==> src/rtl/keypad_pkg.sv <==
// rtl/keypad_pkg.sv - shared types and constants for the keypad scanner
package keypad_pkg;

    typedef enum logic [1:0] {
        ST_IDLE = 2'd0,
        ST_DEB  = 2'd1,
        ST_HELD = 2'd2,
        ST_REL  = 2'd3
    } state_t;

    typedef enum logic [1:0] {
        FR_NONE   = 2'd0,
        FR_SINGLE = 2'd1,
        FR_MULTI  = 2'd2
    } frame_t;

    localparam logic [4:0] NUM_NONE = 5'd20;

    localparam int KEY_ZERO  = 9;
    localparam int KEY_START = 10;
    localparam int KEY_CLEAR = 11;
    localparam int KEY_ENTER = 12;

endpackage

==> src/rtl/keypad_scanner_if.sv <==
// rtl/keypad_scanner_if.sv - key event bundle from the scanner to the dial/charge logic
interface keypad_scanner_if #(
    parameter int CW = 4
) ();
    logic          key_valid;
    logic [CW-1:0] key_code;
    logic          key_held;
    logic [4:0]    num;
    logic          start;
    logic          clear;
    logic          enter;

    modport master (output key_valid, key_code, key_held, num, start, clear, enter);
    modport slave  (input  key_valid, key_code, key_held, num, start, clear, enter);
endinterface

==> src/rtl/keypad_keymap.sv <==
// rtl/keypad_keymap.sv - combinational key code to panel function decode
module keypad_keymap
    import keypad_pkg::*;
#(
    parameter int ROWS = 4,
    parameter int COLS = 4,
    parameter int CW   = 4
) (
    input  logic [CW-1:0] code,
    output logic [4:0]    num,
    output logic          start,
    output logic          clear,
    output logic          enter
);

    generate
        if (ROWS == 4 && COLS == 4) begin : g_map
            always_comb begin
                num   = NUM_NONE;
                start = 1'b0;
                clear = 1'b0;
                enter = 1'b0;
                if (code <= CW'(8)) begin
                    num = 5'(code) + 5'd1;
                end else if (code == CW'(KEY_ZERO)) begin
                    num = 5'd0;
                end
                start = (code == CW'(KEY_START));
                clear = (code == CW'(KEY_CLEAR));
                enter = (code == CW'(KEY_ENTER));
            end
        end else begin : g_none
            // Non-standard pad sizes have no panel meaning.
            logic unused_code;
            assign unused_code = ^code;
            assign num   = NUM_NONE;
            assign start = 1'b0;
            assign clear = 1'b0;
            assign enter = 1'b0;
        end
    endgenerate

endmodule

==> src/rtl/keypad_scanner.sv <==
// rtl/keypad_scanner.sv - row-scanning matrix keypad scanner with frame debounce and auto-repeat
module keypad_scanner
    import keypad_pkg::*;
#(
    parameter int ROWS       = 4,
    parameter int COLS       = 4,
    parameter int SCAN_DIV   = 1000,
    parameter int DEBOUNCE   = 4,
    parameter int REPEAT_EN  = 0,
    parameter int REPEAT_DLY = 50,
    parameter int REPEAT_PER = 10
) (
    input  logic            clk,
    input  logic            rst_n,
    output logic [ROWS-1:0] row_o,
    input  logic [COLS-1:0] col_i,
    keypad_scanner_if.master ev
);

    localparam int CW = $clog2(ROWS * COLS);
    localparam int RW = $clog2(ROWS);
    localparam int DW = $clog2(SCAN_DIV);
    localparam int PW = 16;

    localparam logic [1:0] S_IDLE = ST_IDLE;
    localparam logic [1:0] S_DEB  = ST_DEB;
    localparam logic [1:0] S_HELD = ST_HELD;
    localparam logic [1:0] S_REL  = ST_REL;

    logic [COLS-1:0] col_s1, col_s2;
    logic [DW-1:0]   div_cnt;
    logic [RW-1:0]   row_idx;
    logic            sample, frame_end;

    logic [1:0]      row_hits, acc_hits;
    logic [CW-1:0]   row_col, row_code, acc_code, fr_code;
    logic [2:0]      tot_hits;
    frame_t          fr;

    logic [1:0]      state;
    logic [3:0]      cnt, cnt_inc;
    logic [CW-1:0]   cand;
    logic [PW-1:0]   rep_cnt, rep_target;
    logic            rep_first, rep_due, rep_fire, accept, ev_fire;
    logic [CW-1:0]   ev_code;

    logic            key_valid_q, key_held_q, start_q, clear_q, enter_q;
    logic [CW-1:0]   key_code_q;
    logic [4:0]      num_q, map_num;
    logic            map_start, map_clear, map_enter;

    always_ff @(posedge clk or negedge rst_n) begin
        if (!rst_n) begin
            col_s1 <= '1;
            col_s2 <= '1;
        end else begin
            col_s1 <= col_i;
            col_s2 <= col_s1;
        end
    end

    assign sample    = (div_cnt == DW'(SCAN_DIV - 1));
    assign frame_end = sample && (row_idx == RW'(ROWS - 1));

    always_ff @(posedge clk or negedge rst_n) begin
        if (!rst_n) begin
            div_cnt <= '0;
            row_idx <= '0;
        end else if (sample) begin
            div_cnt <= '0;
            row_idx <= frame_end ? '0 : row_idx + 1'b1;
        end else begin
            div_cnt <= div_cnt + 1'b1;
        end
    end

    always_comb begin
        row_o          = '1;
        row_o[row_idx] = 1'b0;
    end

    // Hits saturate at two: beyond that only "more than one" matters.
    always_comb begin
        row_hits = 2'd0;
        row_col  = '0;
        for (int c = COLS - 1; c >= 0; c--) begin
            if (!col_s2[c]) begin
                row_col = CW'(c);
                if (row_hits != 2'd2) row_hits = row_hits + 2'd1;
            end
        end
    end

    assign row_code = CW'(row_idx) * CW'(COLS) + row_col;
    assign tot_hits = {1'b0, acc_hits} + {1'b0, row_hits};
    assign fr_code  = (acc_hits != 2'd0) ? acc_code : row_code;

    always_comb begin
        fr = FR_MULTI;
        if (tot_hits == 3'd0)      fr = FR_NONE;
        else if (tot_hits == 3'd1) fr = FR_SINGLE;
    end

    always_ff @(posedge clk or negedge rst_n) begin
        if (!rst_n) begin
            acc_hits <= 2'd0;
            acc_code <= '0;
        end else if (sample) begin
            if (frame_end) begin
                acc_hits <= 2'd0;
                acc_code <= '0;
            end else begin
                acc_hits <= (tot_hits >= 3'd2) ? 2'd2 : tot_hits[1:0];
                acc_code <= fr_code;
            end
        end
    end

    assign cnt_inc    = cnt + 4'd1;
    assign accept     = frame_end && (fr == FR_SINGLE) &&
                        (((state == S_IDLE) && (DEBOUNCE == 1)) ||
                         ((state == S_DEB) && (fr_code == cand) && (cnt_inc == 4'(DEBOUNCE))));
    assign rep_target = rep_first ? PW'(REPEAT_PER) : PW'(REPEAT_DLY);
    // A chord still advances the repeat schedule but never emits.
    assign rep_due    = (REPEAT_EN != 0) && frame_end && (state == S_HELD) &&
                        (fr != FR_NONE) && (rep_cnt + PW'(1) == rep_target);
    assign rep_fire   = rep_due && (fr == FR_SINGLE);
    assign ev_fire    = accept || rep_fire;
    assign ev_code    = accept ? fr_code : key_code_q;

    keypad_keymap #(.ROWS(ROWS), .COLS(COLS), .CW(CW)) u_keymap (
        .code  (ev_code),
        .num   (map_num),
        .start (map_start),
        .clear (map_clear),
        .enter (map_enter)
    );

    always_ff @(posedge clk or negedge rst_n) begin
        if (!rst_n) begin
            state       <= S_IDLE;
            cnt         <= 4'd0;
            cand        <= '0;
            rep_cnt     <= '0;
            rep_first   <= 1'b0;
            key_valid_q <= 1'b0;
            key_code_q  <= '0;
            key_held_q  <= 1'b0;
            num_q       <= NUM_NONE;
            start_q     <= 1'b0;
            clear_q     <= 1'b0;
            enter_q     <= 1'b0;
        end else begin
            key_valid_q <= ev_fire;
            num_q       <= ev_fire ? map_num : NUM_NONE;
            start_q     <= ev_fire && map_start;
            clear_q     <= ev_fire && map_clear;
            enter_q     <= ev_fire && map_enter;
            if (accept) key_code_q <= fr_code;

            if (frame_end) begin
                case (state)
                    S_IDLE: begin
                        if (fr == FR_SINGLE) begin
                            cand <= fr_code;
                            if (accept) begin
                                state      <= S_HELD;
                                key_held_q <= 1'b1;
                                cnt        <= 4'd0;
                            end else begin
                                state <= S_DEB;
                                cnt   <= 4'd1;
                            end
                        end
                    end
                    S_DEB: begin
                        if (accept) begin
                            state      <= S_HELD;
                            key_held_q <= 1'b1;
                            cnt        <= 4'd0;
                            rep_cnt    <= '0;
                            rep_first  <= 1'b0;
                        end else if (fr == FR_SINGLE && fr_code == cand) begin
                            cnt <= cnt_inc;
                        end else begin
                            state <= S_IDLE;
                            cnt   <= 4'd0;
                        end
                    end
                    S_HELD: begin
                        if (fr == FR_NONE) begin
                            rep_cnt   <= '0;
                            rep_first <= 1'b0;
                            if (DEBOUNCE == 1) begin
                                state      <= S_IDLE;
                                key_held_q <= 1'b0;
                            end else begin
                                state <= S_REL;
                                cnt   <= 4'd1;
                            end
                        end else if (rep_due) begin
                            rep_cnt   <= '0;
                            rep_first <= 1'b1;
                        end else begin
                            rep_cnt <= rep_cnt + PW'(1);
                        end
                    end
                    default: begin
                        if (fr != FR_NONE) begin
                            state <= S_HELD;
                            cnt   <= 4'd0;
                        end else if (cnt_inc == 4'(DEBOUNCE)) begin
                            state      <= S_IDLE;
                            key_held_q <= 1'b0;
                            cnt        <= 4'd0;
                        end else begin
                            cnt <= cnt_inc;
                        end
                    end
                endcase
            end
        end
    end

    assign ev.key_valid = key_valid_q;
    assign ev.key_code  = key_code_q;
    assign ev.key_held  = key_held_q;
    assign ev.num       = num_q;
    assign ev.start     = start_q;
    assign ev.clear     = clear_q;
    assign ev.enter     = enter_q;

endmodule

==> src/flat_wrapper.sv <==
// flat-port wrapper written by rule: the top's interface ports become plain ports
module keypad_scanner_flat import keypad_pkg::*;
#(
    parameter int ROWS       = 4,
    parameter int COLS       = 4,
    parameter int SCAN_DIV   = 1000,
    parameter int DEBOUNCE   = 4,
    parameter int REPEAT_EN  = 0,
    parameter int REPEAT_DLY = 50,
    parameter int REPEAT_PER = 10
)
  (clk, rst_n, row_o, col_i, ev_key_valid, ev_key_code, ev_key_held, ev_num, ev_start, ev_clear, ev_enter);
  keypad_scanner_if #(.CW(4)) ev_i ();
  input  logic clk;
  input  logic rst_n;
  output logic [ROWS-1:0] row_o;
  input  logic [COLS-1:0] col_i;
  output wire logic [$bits(ev_i.key_valid)-1:0] ev_key_valid;
  output wire logic [$bits(ev_i.key_code)-1:0] ev_key_code;
  output wire logic [$bits(ev_i.key_held)-1:0] ev_key_held;
  output wire logic [$bits(ev_i.num)-1:0] ev_num;
  output wire logic [$bits(ev_i.start)-1:0] ev_start;
  output wire logic [$bits(ev_i.clear)-1:0] ev_clear;
  output wire logic [$bits(ev_i.enter)-1:0] ev_enter;
  assign ev_key_valid = ev_i.key_valid;
  assign ev_key_code = ev_i.key_code;
  assign ev_key_held = ev_i.key_held;
  assign ev_num = ev_i.num;
  assign ev_start = ev_i.start;
  assign ev_clear = ev_i.clear;
  assign ev_enter = ev_i.enter;
  keypad_scanner #(.ROWS(ROWS), .COLS(COLS), .SCAN_DIV(SCAN_DIV), .DEBOUNCE(DEBOUNCE), .REPEAT_EN(REPEAT_EN), .REPEAT_DLY(REPEAT_DLY), .REPEAT_PER(REPEAT_PER)) u_core (.clk(clk), .rst_n(rst_n), .row_o(row_o), .col_i(col_i), .ev(ev_i));
endmodule
==> config.mk <==
export PLATFORM = sky130hd
export DESIGN_NAME = keypad_scanner_flat
export DESIGN_NICKNAME = d
export VERILOG_FILES = /design/src/rtl/keypad_pkg.sv /design/src/rtl/keypad_scanner_if.sv /design/src/rtl/keypad_keymap.sv /design/src/rtl/keypad_scanner.sv /design/src/flat_wrapper.sv
export SDC_FILE = /design/constraint.sdc
export NUM_CORES = 1
export LEC_CHECK = 0
export ABC_AREA = 1
export ABC_CLOCK_PERIOD_IN_PS = 3600
export CAP_MARGIN = 20
export CORE_MARGIN = 8
export CORE_UTILIZATION = 52
export CTS_CLUSTER_DIAMETER = 30
export CTS_CLUSTER_SIZE = 8
export DETAILED_ROUTE_END_ITERATION = 10
export PLACE_DENSITY = 0.76
export RECOVER_POWER = 50
export SLEW_MARGIN = 20
export SYNTH_ARGS = -nofsm -noshare
export SYNTH_HDL_FRONTEND = slang
export SYNTH_SLANG_ARGS = --single-unit
==> constraint.sdc <==
create_clock -name clk -period 3.6 [get_ports clk]
set_clock_uncertainty 0.2 [all_clocks]
set_input_delay 0.72 -clock clk [delete_from_list [all_inputs] [get_ports clk]]
set_output_delay 0.72 -clock clk [all_outputs]
set_load 0.005 [all_outputs]
* After elaboration in Yosys (flattened, before gate mapping)
Index checks and enable logic that the tools add are counted.
** Storage, ports and cells
- Flip-flop bits (word level) :: 50
- Output and inout port bits :: 18
- Word-level logic and storage cells :: 117
- Input bits :: 6
** Cells by class
- Bitwise gates (word level) :: 2
- Reduce and logical (&&, ||, !) cells :: 21
- $add $sub $neg :: 9
- Equal/unequal tests :: 19
- Order comparisons :: 4
- Multiplexer cells :: 46
** Operator list (count)
- $mux W2 :: 22
- $mux W4 :: 9
- $eq A4 B4 Y1 const B :: 4
- $mux W5 :: 3
- $pmux W4 S3 :: 1
- $add A10 B1 Y10 const B :: 1
- $eq A10 B10 Y1 const B :: 1
- $logic_and A1 B1 Y1 :: 10
- $mux W10 :: 1
- $reduce_and A5 Y1 :: 2
- $mux W1 :: 7
- $add A2 B1 Y2 const B :: 3
- $pmux W2 S3 :: 1
- $reduce_and A3 Y1 :: 2
- $add A4 B1 Y5 const B :: 1
- $reduce_bool A5 Y1 :: 1
- $add A4 B1 Y4 const B :: 1
- $add A4 B2 Y4 :: 1
- $eq A2 B1 Y1 const B :: 2
- $eq A2 B2 Y1 const B :: 2
- $eq A4 B3 Y1 const B :: 1
- $eq A4 B4 Y1 :: 1
- $le A4 B4 Y1 const B :: 1
- $logic_not A2 Y1 :: 2
- 18 further kinds :: 21

* Logic depth before layout (Yosys ltp)
Gate-level depths: netlist (run 1).
- Depth in word-level cells :: 22
- Depth in mapped cells :: 25
- Depth with buffers taken out :: 25

* By module
From an unflattened synthesis (run 1), not the netlist that was laid out.
** Unflattened totals
- Cells, all modules :: 312
- Area, all modules :: 2745.1 um2
** By module, submodules not included
- keypad_scanner :: instances 1, sequential area each 1263.7 um2, area an instance 2568.7 um2, cells each 281
- keypad_keymap :: instances 1, sequential area each 0.0 um2, area an instance 176.4 um2, cells each 31

* Worst setup path before layout (run 1)
OpenSTA, ideal clock, no wires.
- Path type :: register to register
- Start point :: register u_core.col_s2[2]
- End point :: register u_core.num_q[2], in the netlist u_core.ev.num[2]
- Data required time :: 3324 ps
- Library setup time :: 76 ps
- Data arrival time :: 3373 ps
- Buffers on the path :: 0
- Cell stages (with the launch flop) :: 26
- Slack :: -49 ps
- Path through :: dfstp_2 -> inv_1 -> ha_1 -> nand2_1 -> nand2_1 -> inv_1 -> ha_1 -> nor2_1 -> a21oi_1 -> ha_1 -> inv_1 -> fa_1 -> nand2_1 -> nor2_1 -> nand4_1 -> nor2_4 -> nand3_4 -> nand2_1 -> nand2_1 -> inv_1 -> ha_1 -> nand3_2 -> nand2_2 -> nand2_2 -> nand2_2 -> nand2_1
** On the way
- Word-level cells in the longest chain between the ends :: 19
- Elaborated cells on any way between the ends :: 32
- Those cells by class :: add/sub (5); order compare (1); eq/ne (6); mux (15); reduce/logical (5)
** RTL lines
- start, declared :: line keypad_scanner.sv:30 : logic [COLS-1:0] col_s1, col_s2;
- start signal, assigned :: line keypad_scanner.sv:58 : col_s2 <= col_s1;
- $mux W2 :: line keypad_scanner.sv:87 : if (!col_s2[c]) begin
- $add A2 B1 Y2 / $ne A2 B2 Y1 (equally long branches) :: line keypad_scanner.sv:89 : if (row_hits != 2'd2) row_hits = row_hits + 2'd1;
- $mux W2 :: line keypad_scanner.sv:89
- $mux W2 :: line keypad_scanner.sv:87
- $add A2 B1 Y2 / $ne A2 B2 Y1 (equally long branches) :: line keypad_scanner.sv:89
- $mux W2 :: line keypad_scanner.sv:89
- $mux W2 :: line keypad_scanner.sv:87
- $add A2 B2 Y3 :: line keypad_scanner.sv:95 : assign tot_hits = {1'b0, acc_hits} + {1'b0, row_hits};
- [2 not listed]
- $mux W2 :: line keypad_scanner.sv:100 : if (tot_hits == 3'd0) fr = FR_NONE;
- $eq A2 B1 Y1 :: line keypad_scanner.sv:120 : assign accept = frame_end && (fr == FR_SINGLE) &&
- $logic_and A1 B1 Y1 (2 in series) :: line keypad_scanner.sv:120
- $mux W4 (*)
- net u_core.ev_code[1] :: line keypad_scanner.sv:45 : logic [CW-1:0] ev_code;
- branches (longest 2 deep; another with $add A4 B1 Y5)
- $mux W5 (*) :: line keypad_keymap.sv:23 : if (code <= CW'(8)) begin
- $mux W5 (*) :: line keypad_scanner.sv:155 : num_q <= ev_fire ? map_num : NUM_NONE;
- end signal, assigned :: line keypad_scanner.sv:155
- end, declared :: line keypad_scanner.sv:49 : logic [4:0] num_q, map_num;
Mark *: on every way through the listed nets, which the timed path passes.
A chain may end at the register's enable or synchronous reset.

* Worst setup path in the final report (run 1)
- Start point :: register u_core.col_s2[3]
- End point :: register u_core.num_q[2], in the netlist u_core.ev.num[2]
** On the way
- Word-level cells in the longest chain between the ends :: 22
- Elaborated cells on any way between the ends :: 37
- Those cells by class :: add/sub (6); order compare (1); eq/ne (7); mux (18); reduce/logical (5)
** RTL lines (line)
- $mux W1 :: keypad_scanner.sv:87
- $add A1 B1 Y2 / $ne A1 B2 Y1 (equally long branches) :: keypad_scanner.sv:89
- $mux W2 :: keypad_scanner.sv:89
- $mux W2 :: keypad_scanner.sv:87
- $add A2 B1 Y2 / $ne A2 B2 Y1 (equally long branches) :: keypad_scanner.sv:89
- $mux W2 :: keypad_scanner.sv:89
- $mux W2 :: keypad_scanner.sv:87
- $add A2 B1 Y2 / $ne A2 B2 Y1 (equally long branches) :: keypad_scanner.sv:89
- [5 not listed]
- $mux W2 :: keypad_scanner.sv:100
- $eq A2 B1 Y1 :: keypad_scanner.sv:120
- $logic_and A1 B1 Y1 (2 in series) :: keypad_scanner.sv:120
- $mux W4 (*)
- net u_core.ev_code[0] :: keypad_scanner.sv:45
- branches (longest 2 deep; another with $add A4 B1 Y5)
- $mux W5 (*) :: keypad_keymap.sv:23
- $mux W5 (*) :: keypad_scanner.sv:155
Marked as above.

==> flow_results.org, run 1 <==
** Clock network
- Number of buffers inserted during clock tree synthesis :: 5
- Master cell of the clock root buffer :: clkbuf_8
- Number of buffers on the longest clock path :: 2
- TritonCTS built the clock tree.
- After clock tree synthesis, the clock-pin slew on the worst setup and hold paths is roughly 0.090 ns.
- Clock H-tree levels :: 2
- At the later pin of the worst-skew pair, clock insertion delay measures roughly 0.30 ns.
- Counting every sink on the clock net gives 50.
- Number of hold buffers added after CTS :: 0

** Status
- The final reports fail on max-capacitance violations, max-slew violations, negative setup slack.
- The run finished, with violations left.

** Placed design
- The wire-length estimate of the detail-placed layout is ~4000 um.
- Port buffering added 23 buffers.
- In this run, placement finished with an instance count of ~410.
- Before CTS, the worst setup slack after placement is -0.121 ns.
- Global placement routability congestion :: about 0.83

** GRT
- Summed over all layers, the global routing overflow is 0.
- Number of antenna violations at the first check in global routing :: 0
- Maximum number of pins on one net before global-route repair :: ~50
- Across every metal layer, demand over resource in global routing totals 0.154.
- First-pass GRT wire length :: between 9000 and 10000 um
- Via count of the first global-routing pass :: 2013

** Die
- The floorplan step set the die height to roughly 89 um.
- The initial utilization of the core area, before any placement, comes to 0.538.
- From left edge to right edge, the die measures about 90 um.
- The initialized floorplan defines 26 standard-cell rows.
- Core box area :: just over 5000 um2
- Number of placed I/O pins :: 24
- The die covers just under 8000 um2.

** Detailed routing
- Routed wirelength normalized by instance count :: about 13 um
- For this run, design rule violations remaining after detail routing come to 0.
- After detailed routing, the total wire length is around 5500 um.
- Before antenna repair, the detailed router went through 4 iterations.
- Via density per instance :: roughly 5.0
- Starting DRT DRC Count :: 75
- Antenna-violating nets left :: 0
- Number of vias after detailed routing :: roughly 2100

** Setup path
- The critical path is of the reg2reg type.
- The worst setup path is launched from a flop.
- Critical-path maximum fanout :: 3
- The setup check on the worst reg-to-reg path leaves a slack of -0.02 ns.
- Sort of element at the end of the critical path :: flop
- Data arrival at the endpoint of the critical path :: 3.65 ns
- For the worst setup path, the data required time is 3.64 ns.

** Power and ir drop
- The internal power of the cells totals approximately 0.75 mW.
- Power spread over the standard cell area amounts to between 200 and 300 nW/um2.
- Switching power summed over all nets :: between 0.2 and 0.25 mW
- Portion of total power attributed to combinational logic :: 0.072
- Clk network pwr share :: 0.342
- Net Sw Frac :: 0.231
- Summing internal, switching and leakage power gives 0.978 mW.
- In this run the static leakage power is approximately 1.7 nW.
- Seq pwr share :: 0.586
- VDD sags by at most between 200 and 300 uV.

** Timing
- Static timing analysis puts the maximum clock frequency at between 200 and 300 MHz.
- For the finished layout, the period the worst path requires is around 3.6 ns.
- Finish-stage setup viols :: 2
- Summed over all failing endpoints, the final setup total negative slack is -0.0185 ns.
- Final clock period utilization by the worst path :: 1.00
- Number of endpoints with negative hold slack in the final report :: 0
- Worst relative slew slack :: -0.722
- Setup repair after global routing could not meet its margin everywhere.
- Max-slew violation total from the final report :: 51
- Once routing completed, OpenROAD measured the worst setup slack at -0.0157 ns.
- Slew at the pin with the worst max-slew slack :: about 2.6 ns

** Synth
- Sequential-to-total area share from yosys stat :: 0.460
- Post-Synthesis Cell Area :: approximately 2800 um2
- Distinct cell type count after synthesis :: 32
- Register bit total from synthesis :: 50
- The largest total area in the synthesized netlist belongs to dfrtp_1.
- Mean area per synthesized cell :: between 8 and 9 um2
- Counting every instance in the synthesized netlist gives 307.
- Synth Warn # :: 0
- Dominant cell by count in the synthesized netlist :: nand2_1
- Ranked by instance count, the synthesized netlist is headed by nand2_1 (54), inv_1 (51), dfrtp_1 (40), nor2_1 (23), nand3_1 (20).
- Counting flops with an async set or reset pin after synthesis yields a share of 1.00.
- In the synthesized netlist the dominant register cell turns out to be dfrtp_1.
- Share of the synthesized area in the top cell type :: 0.364
- Ranked by total cell area, the synthesized netlist is headed by dfrtp_1 (36%), dfstp_2 (9.6%), ha_1 (7.7%).
- Synthesis produced a netlist with a net count of ~330.
- Number of enable flip-flop cells after synthesis :: 0

** Hold path
- Tightest Hold Check Type :: reg2reg

** Final layout
- Post-layout instance count excluding filler cells :: about 430
- Across the whole layout, storage elements account for between 1000 and 1500 um2.
- After filler insertion, the fill cell instance count of the layout stands at approximately 430.
- In the final layout, the share of cells above drive strength 1 is 0.303.
- Number of diodes :: 0
- Relative to the synthesized area, the layout overhead comes to 25.0%.
- After the last flow step, the layout net total stands at 379.
- Multi-input gate area in the final layout :: around 1400 um2

** Job
- Number of violations of the max-capacitance limit :: 1
## worst paths after layout
check                                                start                              to  cells past startpoint
worst max-delay path            u_core.col_s2[3]$_DFF_PN1_      u_core.ev.num[2]$_DFF_PN1_                     23
worst min-delay path            u_core.col_s1[0]$_DFF_PN1_      u_core.col_s2[0]$_DFF_PN1_                      0
worst max register to register  u_core.col_s2[3]$_DFF_PN1_      u_core.ev.num[2]$_DFF_PN1_                     23
worst min register to register  u_core.col_s1[0]$_DFF_PN1_      u_core.col_s2[0]$_DFF_PN1_                      0
max in group asynchronous                            rst_n  u_core.acc_code[0]$_DFFE_PN0N_                      1
min in group asynchronous                            rst_n     u_core.div_cnt[0]$_DFF_PN0_                      1
## power by group through the flow
| stage | logic (mW) | registers [mW] | clock network, mW |
|---|---|---|---|
| CTS | 0.0634 | 0.572 | 0.347 |
| global placement | 0.0576 | 0.583 | 0 |
| finish | 0.0707 | 0.573 | 0.334 |
| global route | 0.0819 | 0.574 | 0.368 |
| floorplan | 0.0284 | 0.583 | 0 |
| detailed placement | 0.0595 | 0.583 | 0 |
## flip-flops by register name, indices dropped and copies added (netlist names)
| name | cells |
|---|---|
| u_core.ev.key_held | 1 |
| u_core.ev.clear | 1 |
| u_core.col_s2 | 4 |
| u_core.col_s1 | 4 |
| u_core.ev.enter | 1 |
| u_core.acc_code | 4 |
| u_core.ev.num | 5 |
| u_core.cnt | 4 |
| u_core.row_idx | 2 |
| u_core.state | 2 |
| u_core.ev.start | 1 |
| u_core.ev.key_code | 4 |
| u_core.ev.key_valid | 1 |
| u_core.acc_hits | 2 |
| u_core.div_cnt | 10 |
| u_core.cand | 4 |
## cell families (layout without fill, tap and decap cells)
logic type	after synthesis	after routing	synth area share
adder cells (fa/ha/maj)	18	18	0.0846
flip-flops	50	50	0.460
buffers and inverters	56	105	0.0769
AO/OA/AOI/OAI	31	31	0.0619
XOR/XNOR	2	2	0.00637
AND/OR/NAND/NOR	150	150	0.311
## final cells by class
class / count / area share
Clock buffer: 6 / 0.0240
Tap cell: 70 / 0.0255
Sequential cell: 50 / 0.368
Multi-Input combinational cell: 201 / 0.411
Timing Repair Buffer: 42 / 0.108
Clock inverter: 2 / 0.00364
Inverter: 55 / 0.0608
## metal layers
metal	global-route usage	wire length, um	vias up
li1	-	-	1071
met1	0.202	2590	1040
met3	0.0288	128	11
met2	0.246	2710	24
met4	0.0538	106	0
met5	0	0	-
## critical path: stages (launching register included)
cell and delay [ns]:
dfstp_2 0.54, inv_2 0.05, ha_4 0.22, nand2_1 0.05, nand2_1 0.06, inv_2 0.07
ha_4 0.12, nor2_2 0.03, a21oi_2 0.10, ha_2 0.18, inv_2 0.04, fa_1 0.52
nand2_2 0.08, nor2_4 0.11, buf_4 0.12, nand2_2 0.06, nor2_4 0.14, nand4_1 0.18
nand2_4 0.14, buf_4 0.13, ha_1 0.14, nand3_1 0.13, nand2_4 0.10, nand2_1 0.05
## layout by cell type, fill, tap and decap left out, types with 2 or more instances in the layout
master | synthesis | routed
dlygate4sd3_1 | 0 | 4
ha_1 | 17 | 11
nor2_8 | 2 | 2
inv_1 | 51 | 44
dfrtp_1 | 40 | 40
nor3_1 | 4 | 2
nand2_2 | 19 | 20
nand2_4 | 5 | 9
inv_2 | 4 | 10
nand2_1 | 54 | 49
xor2_1 | 2 | 2
a31oi_1 | 2 | 2
a21oi_1 | 7 | 6
nand4_1 | 6 | 6
clkbuf_8 | 0 | 6
nor2_2 | 1 | 3
clkdlybuf4s50_1 | 0 | 18
ha_2 | 0 | 2
ha_4 | 0 | 4
dfstp_2 | 10 | 10
o21ai_0 | 16 | 15
nand3_4 | 2 | 3
nand3_1 | 20 | 19
o22ai_1 | 3 | 3
nor2_4 | 4 | 5
buf_4 | 0 | 18
nor2_1 | 23 | 20
nand3_2 | 5 | 5
nor3_2 | 0 | 2
## per-stage QoR
step | hold WS (ns) | cell area, um2 | util
after floorplan | 0.145 | 2760 | -
after global placement | 0.145 | 3160 | 0.619
after detailed placement | 0.147 | 3160 | 0.619
after CTS | 0.160 | 3300 | 0.647
after global routing | 0.163 | 3440 | 0.673
final | 0.158 | 3440 | 0.673
## what timing repair did
| item | CTS | global route |
|---|---|---|
| gates resized for setup | 11 | 24 |
| pin swaps | 14 | 14 |
| endpoints found under the setup margin | 8 | 13 |
| endpoints found under the hold margin | 0 | 0 |
| setup buffers | 3 | 3 |
Note: power is estimated with default switching activity, not from simulation.
==> inputs of run 2 (changes only) <==
CTS_CLUSTER_DIAMETER = 200   (was 30)
==> results of run 2 <==
The final DEF is identical to that of run 1; final timing and power are the same.
